File: src/rtl/lsu_pkg.sv
// Shared definitions for the load/store unit.
//   - ls_op field positions (store flag, unsigned-load flag, size field)
//   - access size codes SZ_B / SZ_H / SZ_W (SZ_X is the illegal code)
//   - FSM state encoding
//   - is_bad(): misaligned or illegal access detection
package lsu_pkg;

   localparam int OP_STORE = 3;  // ls_op bit: 1 = store
   localparam int OP_UNS   = 2;  // ls_op bit: 1 = zero-extend load

   localparam logic [1:0] SZ_B = 2'b00;
   localparam logic [1:0] SZ_H = 2'b01;
   localparam logic [1:0] SZ_W = 2'b10;
   localparam logic [1:0] SZ_X = 2'b11;

   typedef enum logic [1:0] {
      ST_IDLE = 2'b00,
      ST_REQ  = 2'b01,
      ST_RESP = 2'b10
   } state_e;

   // An access is bad when its size code is illegal or it is not naturally aligned.
   function automatic logic is_bad(input logic [1:0] size, input logic [1:0] addr_lo);
      case (size)
         SZ_B:    return 1'b0;
         SZ_H:    return addr_lo[0];
         SZ_W:    return addr_lo != 2'b00;
         default: return 1'b1;
      endcase
   endfunction

endpackage

File: src/rtl/lsu_if.sv
// Request/response bundle of the load/store unit.
//   Control side : start, ls_op[3:0], addr[31:0], wdata[31:0] -> busy, done, rdata[31:0], err
//   Memory side  : mem_req, mem_we, mem_be[3:0], mem_addr[31:0], mem_wdata[31:0]
//                  <- mem_ack, mem_rdata[31:0]
// Modports: slave = the lsu itself, master = the environment driving it.
interface lsu_if;
   logic        start;
   logic [3:0]  ls_op;
   logic [31:0] addr;
   logic [31:0] wdata;
   logic        busy;
   logic        done;
   logic [31:0] rdata;
   logic        err;
   logic        mem_req;
   logic        mem_we;
   logic [3:0]  mem_be;
   logic [31:0] mem_addr;
   logic [31:0] mem_wdata;
   logic        mem_ack;
   logic [31:0] mem_rdata;

   modport slave (
      input  start, ls_op, addr, wdata, mem_ack, mem_rdata,
      output busy, done, rdata, err, mem_req, mem_we, mem_be, mem_addr, mem_wdata
   );

   modport master (
      output start, ls_op, addr, wdata, mem_ack, mem_rdata,
      input  busy, done, rdata, err, mem_req, mem_we, mem_be, mem_addr, mem_wdata
   );
endinterface

File: src/rtl/lsu_align.sv
// Combinational byte-lane logic of the load/store unit.
//   Store side : st, size, addr_lo, wdata        -> be, wdata_rep
//                (loads get be = 1111; store data is replicated to every lane)
//   Load side  : ld_size, ld_uns, ld_addr_lo, mem_rdata -> ld_data
//                (little-endian lane select, then sign or zero extension)
module lsu_align
   import lsu_pkg::*;
(
   input  logic        st,
   input  logic [1:0]  size,
   input  logic [1:0]  addr_lo,
   input  logic [31:0] wdata,
   output logic [3:0]  be,
   output logic [31:0] wdata_rep,
   input  logic [1:0]  ld_size,
   input  logic        ld_uns,
   input  logic [1:0]  ld_addr_lo,
   input  logic [31:0] mem_rdata,
   output logic [31:0] ld_data
);

   logic [7:0]  lane_b;
   logic [15:0] lane_h;
   logic        ext;

   // NOTE: every output of a combinational block gets a default first so no path infers a latch.
   always_comb begin
      be        = 4'b1111;
      wdata_rep = wdata;
      if (st) begin
         case (size)
            SZ_B: begin
               be        = 4'b0001 << addr_lo;
               wdata_rep = {4{wdata[7:0]}};
            end
            SZ_H: begin
               be        = addr_lo[1] ? 4'b1100 : 4'b0011;
               wdata_rep = {2{wdata[15:0]}};
            end
            default: ;
         endcase
      end
   end

   always_comb begin
      case (ld_addr_lo)
         2'd0:    lane_b = mem_rdata[7:0];
         2'd1:    lane_b = mem_rdata[15:8];
         2'd2:    lane_b = mem_rdata[23:16];
         default: lane_b = mem_rdata[31:24];
      endcase
      lane_h = ld_addr_lo[1] ? mem_rdata[31:16] : mem_rdata[15:0];
      ext    = 1'b0;
      case (ld_size)
         SZ_B: begin
            ext     = ~ld_uns & lane_b[7];
            ld_data = {{24{ext}}, lane_b};
         end
         SZ_H: begin
            ext     = ~ld_uns & lane_h[15];
            ld_data = {{16{ext}}, lane_h};
         end
         default: ld_data = mem_rdata;
      endcase
   end

endmodule

File: src/rtl/lsu.sv
// Load/store unit for the memory stage.
//   clk, rst_n : clock (rising edge), asynchronous active-low reset
//   bus        : lsu_if.slave -- start/ls_op/addr/wdata in, busy/done/rdata/err out,
//                single-outstanding req/ack data-memory port
// Parameter TIMEOUT: cycles of mem_req without mem_ack before the access is abandoned.
// Optional feature macro LSU_TIMEOUT_EN: enables the REQ watchdog; without it REQ waits
// indefinitely and err is raised only by bad accesses.
module lsu
   import lsu_pkg::*;
#(
   parameter int TIMEOUT = 255
) (
   input logic  clk,
   input logic  rst_n,
   lsu_if.slave bus
);

   state_e      state;
   logic [1:0]  ld_size_q;
   logic        ld_uns_q;
   logic [1:0]  addr_lo_q;
   logic        err_q;      // error result waiting in RESP to be reported with done
   logic [3:0]  be_nxt;
   logic [31:0] wdata_nxt;
   logic [31:0] ld_data;
   logic        bad;

`ifdef LSU_TIMEOUT_EN
   localparam int CNT_W = $clog2(TIMEOUT + 1);
   logic [CNT_W-1:0] wd_cnt;
`endif

   // Store lanes come from the incoming request; load extension uses the captured op.
   lsu_align u_align (
      .st         (bus.ls_op[OP_STORE]),
      .size       (bus.ls_op[1:0]),
      .addr_lo    (bus.addr[1:0]),
      .wdata      (bus.wdata),
      .be         (be_nxt),
      .wdata_rep  (wdata_nxt),
      .ld_size    (ld_size_q),
      .ld_uns     (ld_uns_q),
      .ld_addr_lo (addr_lo_q),
      .mem_rdata  (bus.mem_rdata),
      .ld_data    (ld_data)
   );

   assign bad = is_bad(bus.ls_op[1:0], bus.addr[1:0]);

   // NOTE: state and registered outputs use non-blocking assignments so every flop samples pre-edge values.
   always_ff @(posedge clk or negedge rst_n) begin
      if (!rst_n) begin
         state         <= ST_IDLE;
         ld_size_q     <= SZ_B;
         ld_uns_q      <= 1'b0;
         addr_lo_q     <= 2'b00;
         err_q         <= 1'b0;
         bus.busy      <= 1'b0;
         bus.done      <= 1'b0;
         bus.err       <= 1'b0;
         bus.rdata     <= '0;
         bus.mem_req   <= 1'b0;
         bus.mem_we    <= 1'b0;
         bus.mem_be    <= '0;
         bus.mem_addr  <= '0;
         bus.mem_wdata <= '0;
`ifdef LSU_TIMEOUT_EN
         wd_cnt        <= '0;
`endif
      end else begin
         bus.done <= 1'b0;
         bus.err  <= 1'b0;
         case (state)
            ST_IDLE: begin
               if (bus.start) begin
                  ld_size_q <= bus.ls_op[1:0];
                  ld_uns_q  <= bus.ls_op[OP_UNS];
                  addr_lo_q <= bus.addr[1:0];
                  bus.busy  <= 1'b1;
                  if (bad) begin
                     // Skip the memory entirely; the error is reported from RESP.
                     err_q <= 1'b1;
                     state <= ST_RESP;
                  end else begin
                     err_q         <= 1'b0;
                     bus.mem_req   <= 1'b1;
                     bus.mem_we    <= bus.ls_op[OP_STORE];
                     bus.mem_be    <= be_nxt;
                     bus.mem_addr  <= {bus.addr[31:2], 2'b00};
                     bus.mem_wdata <= wdata_nxt;
                     state         <= ST_REQ;
`ifdef LSU_TIMEOUT_EN
                     wd_cnt        <= '0;
`endif
                  end
               end
            end
            ST_REQ: begin
               if (bus.mem_ack) begin
                  bus.mem_req <= 1'b0;
                  if (!bus.mem_we) bus.rdata <= ld_data;
                  state <= ST_RESP;
               end
`ifdef LSU_TIMEOUT_EN
               else if (wd_cnt == CNT_W'(TIMEOUT - 1)) begin
                  bus.mem_req <= 1'b0;
                  err_q       <= 1'b1;
                  state       <= ST_RESP;
               end else begin
                  wd_cnt <= wd_cnt + 1'b1;
               end
`else
               // Without the watchdog REQ holds until the memory acknowledges.
`endif
            end
            ST_RESP: begin
               bus.done <= 1'b1;
               bus.err  <= err_q;
               bus.busy <= 1'b0;
               state    <= ST_IDLE;
            end
            default: begin
               bus.busy <= 1'b0;
               state    <= ST_IDLE;
            end
         endcase
      end
   end

endmodule

File: src/flat_wrapper.sv
// flat-port wrapper written by rule: the top's interface ports become plain ports
module lsu_flat import lsu_pkg::*;
#(
   parameter int TIMEOUT = 255
)
  (clk, rst_n, bus_start, bus_ls_op, bus_addr, bus_wdata, bus_mem_ack, bus_mem_rdata, bus_busy, bus_done, bus_rdata, bus_err, bus_mem_req, bus_mem_we, bus_mem_be, bus_mem_addr, bus_mem_wdata);
  lsu_if bus_i ();
  input logic clk;
  input logic rst_n;
  input wire logic [$bits(bus_i.start)-1:0] bus_start;
  input wire logic [$bits(bus_i.ls_op)-1:0] bus_ls_op;
  input wire logic [$bits(bus_i.addr)-1:0] bus_addr;
  input wire logic [$bits(bus_i.wdata)-1:0] bus_wdata;
  input wire logic [$bits(bus_i.mem_ack)-1:0] bus_mem_ack;
  input wire logic [$bits(bus_i.mem_rdata)-1:0] bus_mem_rdata;
  output wire logic [$bits(bus_i.busy)-1:0] bus_busy;
  output wire logic [$bits(bus_i.done)-1:0] bus_done;
  output wire logic [$bits(bus_i.rdata)-1:0] bus_rdata;
  output wire logic [$bits(bus_i.err)-1:0] bus_err;
  output wire logic [$bits(bus_i.mem_req)-1:0] bus_mem_req;
  output wire logic [$bits(bus_i.mem_we)-1:0] bus_mem_we;
  output wire logic [$bits(bus_i.mem_be)-1:0] bus_mem_be;
  output wire logic [$bits(bus_i.mem_addr)-1:0] bus_mem_addr;
  output wire logic [$bits(bus_i.mem_wdata)-1:0] bus_mem_wdata;
  assign bus_i.start = bus_start;
  assign bus_i.ls_op = bus_ls_op;
  assign bus_i.addr = bus_addr;
  assign bus_i.wdata = bus_wdata;
  assign bus_i.mem_ack = bus_mem_ack;
  assign bus_i.mem_rdata = bus_mem_rdata;
  assign bus_busy = bus_i.busy;
  assign bus_done = bus_i.done;
  assign bus_rdata = bus_i.rdata;
  assign bus_err = bus_i.err;
  assign bus_mem_req = bus_i.mem_req;
  assign bus_mem_we = bus_i.mem_we;
  assign bus_mem_be = bus_i.mem_be;
  assign bus_mem_addr = bus_i.mem_addr;
  assign bus_mem_wdata = bus_i.mem_wdata;
  lsu #(.TIMEOUT(TIMEOUT)) u_core (.clk(clk), .rst_n(rst_n), .bus(bus_i));
endmodule
File: config.mk
export PLATFORM = sky130hd
export DESIGN_NAME = lsu_flat
export DESIGN_NICKNAME = d
export VERILOG_FILES = /design/src/rtl/lsu_pkg.sv /design/src/rtl/lsu_if.sv /design/src/rtl/lsu_align.sv /design/src/rtl/lsu.sv /design/src/flat_wrapper.sv
export SDC_FILE = /design/constraint.sdc
export NUM_CORES = 1
export LEC_CHECK = 0
export CAP_MARGIN = 40
export CORE_MARGIN = 2
export CORE_UTILIZATION = 60
export DETAILED_ROUTE_END_ITERATION = 8
export DONT_BUFFER_PORTS = 1
export PLACE_DENSITY = 0.76
export SLEW_MARGIN = 20
export SYNTH_ARGS = -nofsm -noshare
export SYNTH_HDL_FRONTEND = slang
export SYNTH_SLANG_ARGS = --single-unit
File: constraint.sdc
create_clock -name clk -period 1.64 [get_ports clk]
set_input_delay 0.492 -clock clk [delete_from_list [all_inputs] [get_ports clk]]
set_output_delay 0.492 -clock clk [all_outputs]
set_load 0.02 [all_outputs]
==> flow_metrics.py <==
metrics = {
    "global_routing": {
        "grt_util_all_layers_pct": 24.22,
        "grt-ovfl-total": 0,
        "grt_max_degree": 112,
        "antenna_found_initial": 0,
        "grt_first_pass_wirelength_microns": 18830,
        "grt_pass1_vias": 3725,
    },
    "synth": {
        "synth_warnings": 0,
        "synth-edff-count": 0,
        "synthArstFlopShare_pct": 100.0,
        "postSynthAreaPerCell_sq_um": 11.21,
        "synth_cell_types": 40,
        "synthFlopType": "dfrtp_1",
        "yosysSeqAreaShare_pct": 52.51,
        "ys_seq_elements": 111,
        "synth_area_sq_um": 5290,
        "syn_inst": 472,
    },
    "placement": {
        "dp_hpwl_microns": 8439,
        "pre_cts_ws_ns": -0.1404,
        "io_buffers": 0,
        "globalplace.congestion": 0.8623,
    },
    "worst_setup_path": {
        "worst_path_most_repeated_cell": "buf_12",
        "crit_fanout": 23,
        "slowest_delay_ns": 0.39,
        "critPathLaunchType": "flip-flop",
        "path_buf_inv": 2,
        "endpoint_kind": "flip-flop",
        "cp_cell_sequence": "nor2_1 > nand2_2 > nor2_4 > buf_12 > buf_12 > mux2_2",
        "critPathKind": "reg2reg",
        "crit_start": "u_core.state[0]",
        "crit_family": "flip-flops",
        "worst_ep_required_time_ns": 1.89,
        "reg2reg_from": "u_core.state[0]",
        "crit_arrival_ns": 1.80,
        "worst_path_max_delay_cell": "dfrtp_1",
    },
    "finish": {
        "nets": 586,
        "syn2layout_area_growth_pct": 7.923,
        "layout-drive-gt1-share_pct": 24.49,
        "antenna_cells": 0,
        "post-route-util_pct": 66.11,
    },
    "route": {
        "dr.pass1.iters": 4,
        "drc": 0,
        "vias": 3631,
        "wl_per_cell_microns": 19.86,
        "drt-total-wl_microns": 11800,
        "ant_nets": 0,
        "first_iter_violations": 152,
        "vias_per_cell": 6.113,
    },
    "floorplan": {
        "core_sq_um": 8636,
        "fp.dieArea_sq_um": 9583,
        "ios": 209,
        "die-height_microns": 97.90,
        "die_w_microns": 97.90,
        "start_util_pct": 61.26,
        "num_rows": 34,
    },
    "clocking": {
        "cts-root-buf": "clkbuf_8",
        "clk_latency_ns": 0.36,
        "numCtsBuffers": 9,
        "cts.sinks": 111,
        "path_clk_slew_ns": 0.12,
        "cts_tree": "done",
        "ctsLongestPathBuffers": 2,
        "cts_max_level": 3,
    },
    "pwr": {
        "peakVddDrop_mv": 0.8193,
        "total_leakage_power_uw": 0.002493,
        "powerDensity_nw_per_um2": 1865,
        "power.total_uw": 10650,
    },
    "timing": {
        "period_needed_ns": 1.553,
        "setup_violations": 0,
        "fmax_ghz": 0.6439,
        "hold_viol_final": 111,
        "setup_tns_ns": 0,
        "drv_slew": 0,
        "worst_slack_ns": 0.08694,
        "whs_ns": -0.2035,
        "finalCritPeriodShare_pct": 94.70,
        "fin_worst_skew_ns": 0.01073,
    },
    "outcome": {
        "violations": "negative hold slack",
        "outcome": "complete, but fails checks",
    },
    "min_path": {
        "hp-class": "in2async",
    },
    "job": {
        "maxCapViolations": 0,
    },
}
## report_power, final
group | total (uW) | switching (uW) | internal, uW
Clock | 1520 | 952 | 572
Sequential | 6330 | 2390 | 3940
Combinational | 2790 | 1230 | 1560
Total | 10600 | 4570 | 6070
## cell families (layout without fill, tap and decap cells)
| family | count (synthesis) | in the layout | share of synthesized area [%] |
|---|---|---|---|
| flops | 111 | 111 | 52.51 |
| buf+inv | 38 | 51 | 4.754 |
| other cells | 1 | 2 | 0.07089 |
| mux | 84 | 84 | 19.75 |
| compound gates | 84 | 84 | 10.34 |
| simple gates | 154 | 154 | 12.58 |
## state kept, by name, indices dropped and copies added (netlist names)
name	cells
u_core.bus.mem_wdata	32
u_core.bus.rdata	32
u_core.bus.mem_addr	30
u_core.bus.mem_be	4
u_core.addr_lo_q	2
u_core.ld_size_q	2
u_core.state	2
u_core.bus.busy	1
u_core.bus.done	1
u_core.bus.err	1
u_core.bus.mem_req	1
u_core.bus.mem_we	1
u_core.err_q	1
u_core.ld_uns_q	1
## layer usage
layer | GRT usage, % | wire length (microns) | up-vias
met2 | 39.04 | 5650 | 169
met1 | 30.32 | 4712 | 1786
li1 | - | - | 1655
met5 | 0 | 0 | -
met3 | 10.09 | 1249 | 21
met4 | 6.624 | 184 | 0
## cell type report
type                    instances  area, sq um
clock inverters                 6        55.05
flip-flops and latches        111         2779
fillers                       651         2927
well taps                     108        135.1
inverters                       5        18.77
multi-input cells             324         2277
repair buffers                 31        320.3
clock buffers                   9        123.9
## metrics by stage
| step | std cells | area (sq um) |
|---|---|---|
| after floorplan | 473 | 5303 |
| after global placement | 576 | 5466 |
| after detailed placement | 576 | 5466 |
| after CTS | 591 | 5645 |
| after global routing | 594 | 5709 |
| final | 594 | 5709 |
## final timing paths
kind                                      endpoint  slack (ns)  cells after the start
min reg2reg                        u_core.ld_uns_q        0.49                      2
min in group clk                   u_core.state[0]        0.21                      1
max reg2reg                   u_core.bus.mem_be[0]        0.09                      6
max                           u_core.bus.mem_be[0]        0.09                      6
max in group asynchronous      u_core.addr_lo_q[0]        1.69                      0
min                        u_core.bus.mem_addr[15]       -0.20                      0
## cell usage in the layout (no fill, tap or decap), types with 6 or more instances in the layout
| cell | n |
|---|---|
| clkbuf_8 | 9 |
| o32a_1 | 6 |
| nand3b_1 | 7 |
| a21oi_1 | 14 |
| mux2_1 | 9 |
| o21ai_0 | 19 |
| a22oi_1 | 8 |
| nand2_1 | 93 |
| mux2_4 | 30 |
| a31oi_1 | 25 |
| dfrtp_1 | 110 |
| nor2_1 | 33 |
| mux2i_1 | 11 |
| mux2_2 | 34 |
| buf_4 | 23 |
## cell usage after synthesis (3+ instances only)
cell        n  area share (%)
mux2_1      9             1.9
buf_4       4            0.57
a22oi_1     8             1.1
mux2_4     30             8.5
clkbuf_1   12            0.85
o41ai_1     3            0.50
nand2_1    94             6.7
inv_1       5            0.35
buf_6       3            0.64
o32a_1      6             1.1
a21oi_1    14             1.3
nor2_1     33             2.3
nor2b_1     5            0.59
nand3b_1    7            0.99
buf_12      3             1.1
mux2i_1    11             2.1
o21ai_0    19             1.8
dfrtp_1   111              53
buf_2       9            0.85
nand2b_1    5            0.59
a31oi_1    25             3.0
mux2_2     34             7.2
## what timing repair did
item / CTS / global route
setup endpoints to repair: 0 / 75
endpoints found under the hold margin: 111 / 111
buffers inserted: 0 / 2
resized for setup: 0 / 4
Note: power is estimated with default switching activity, not from simulation.
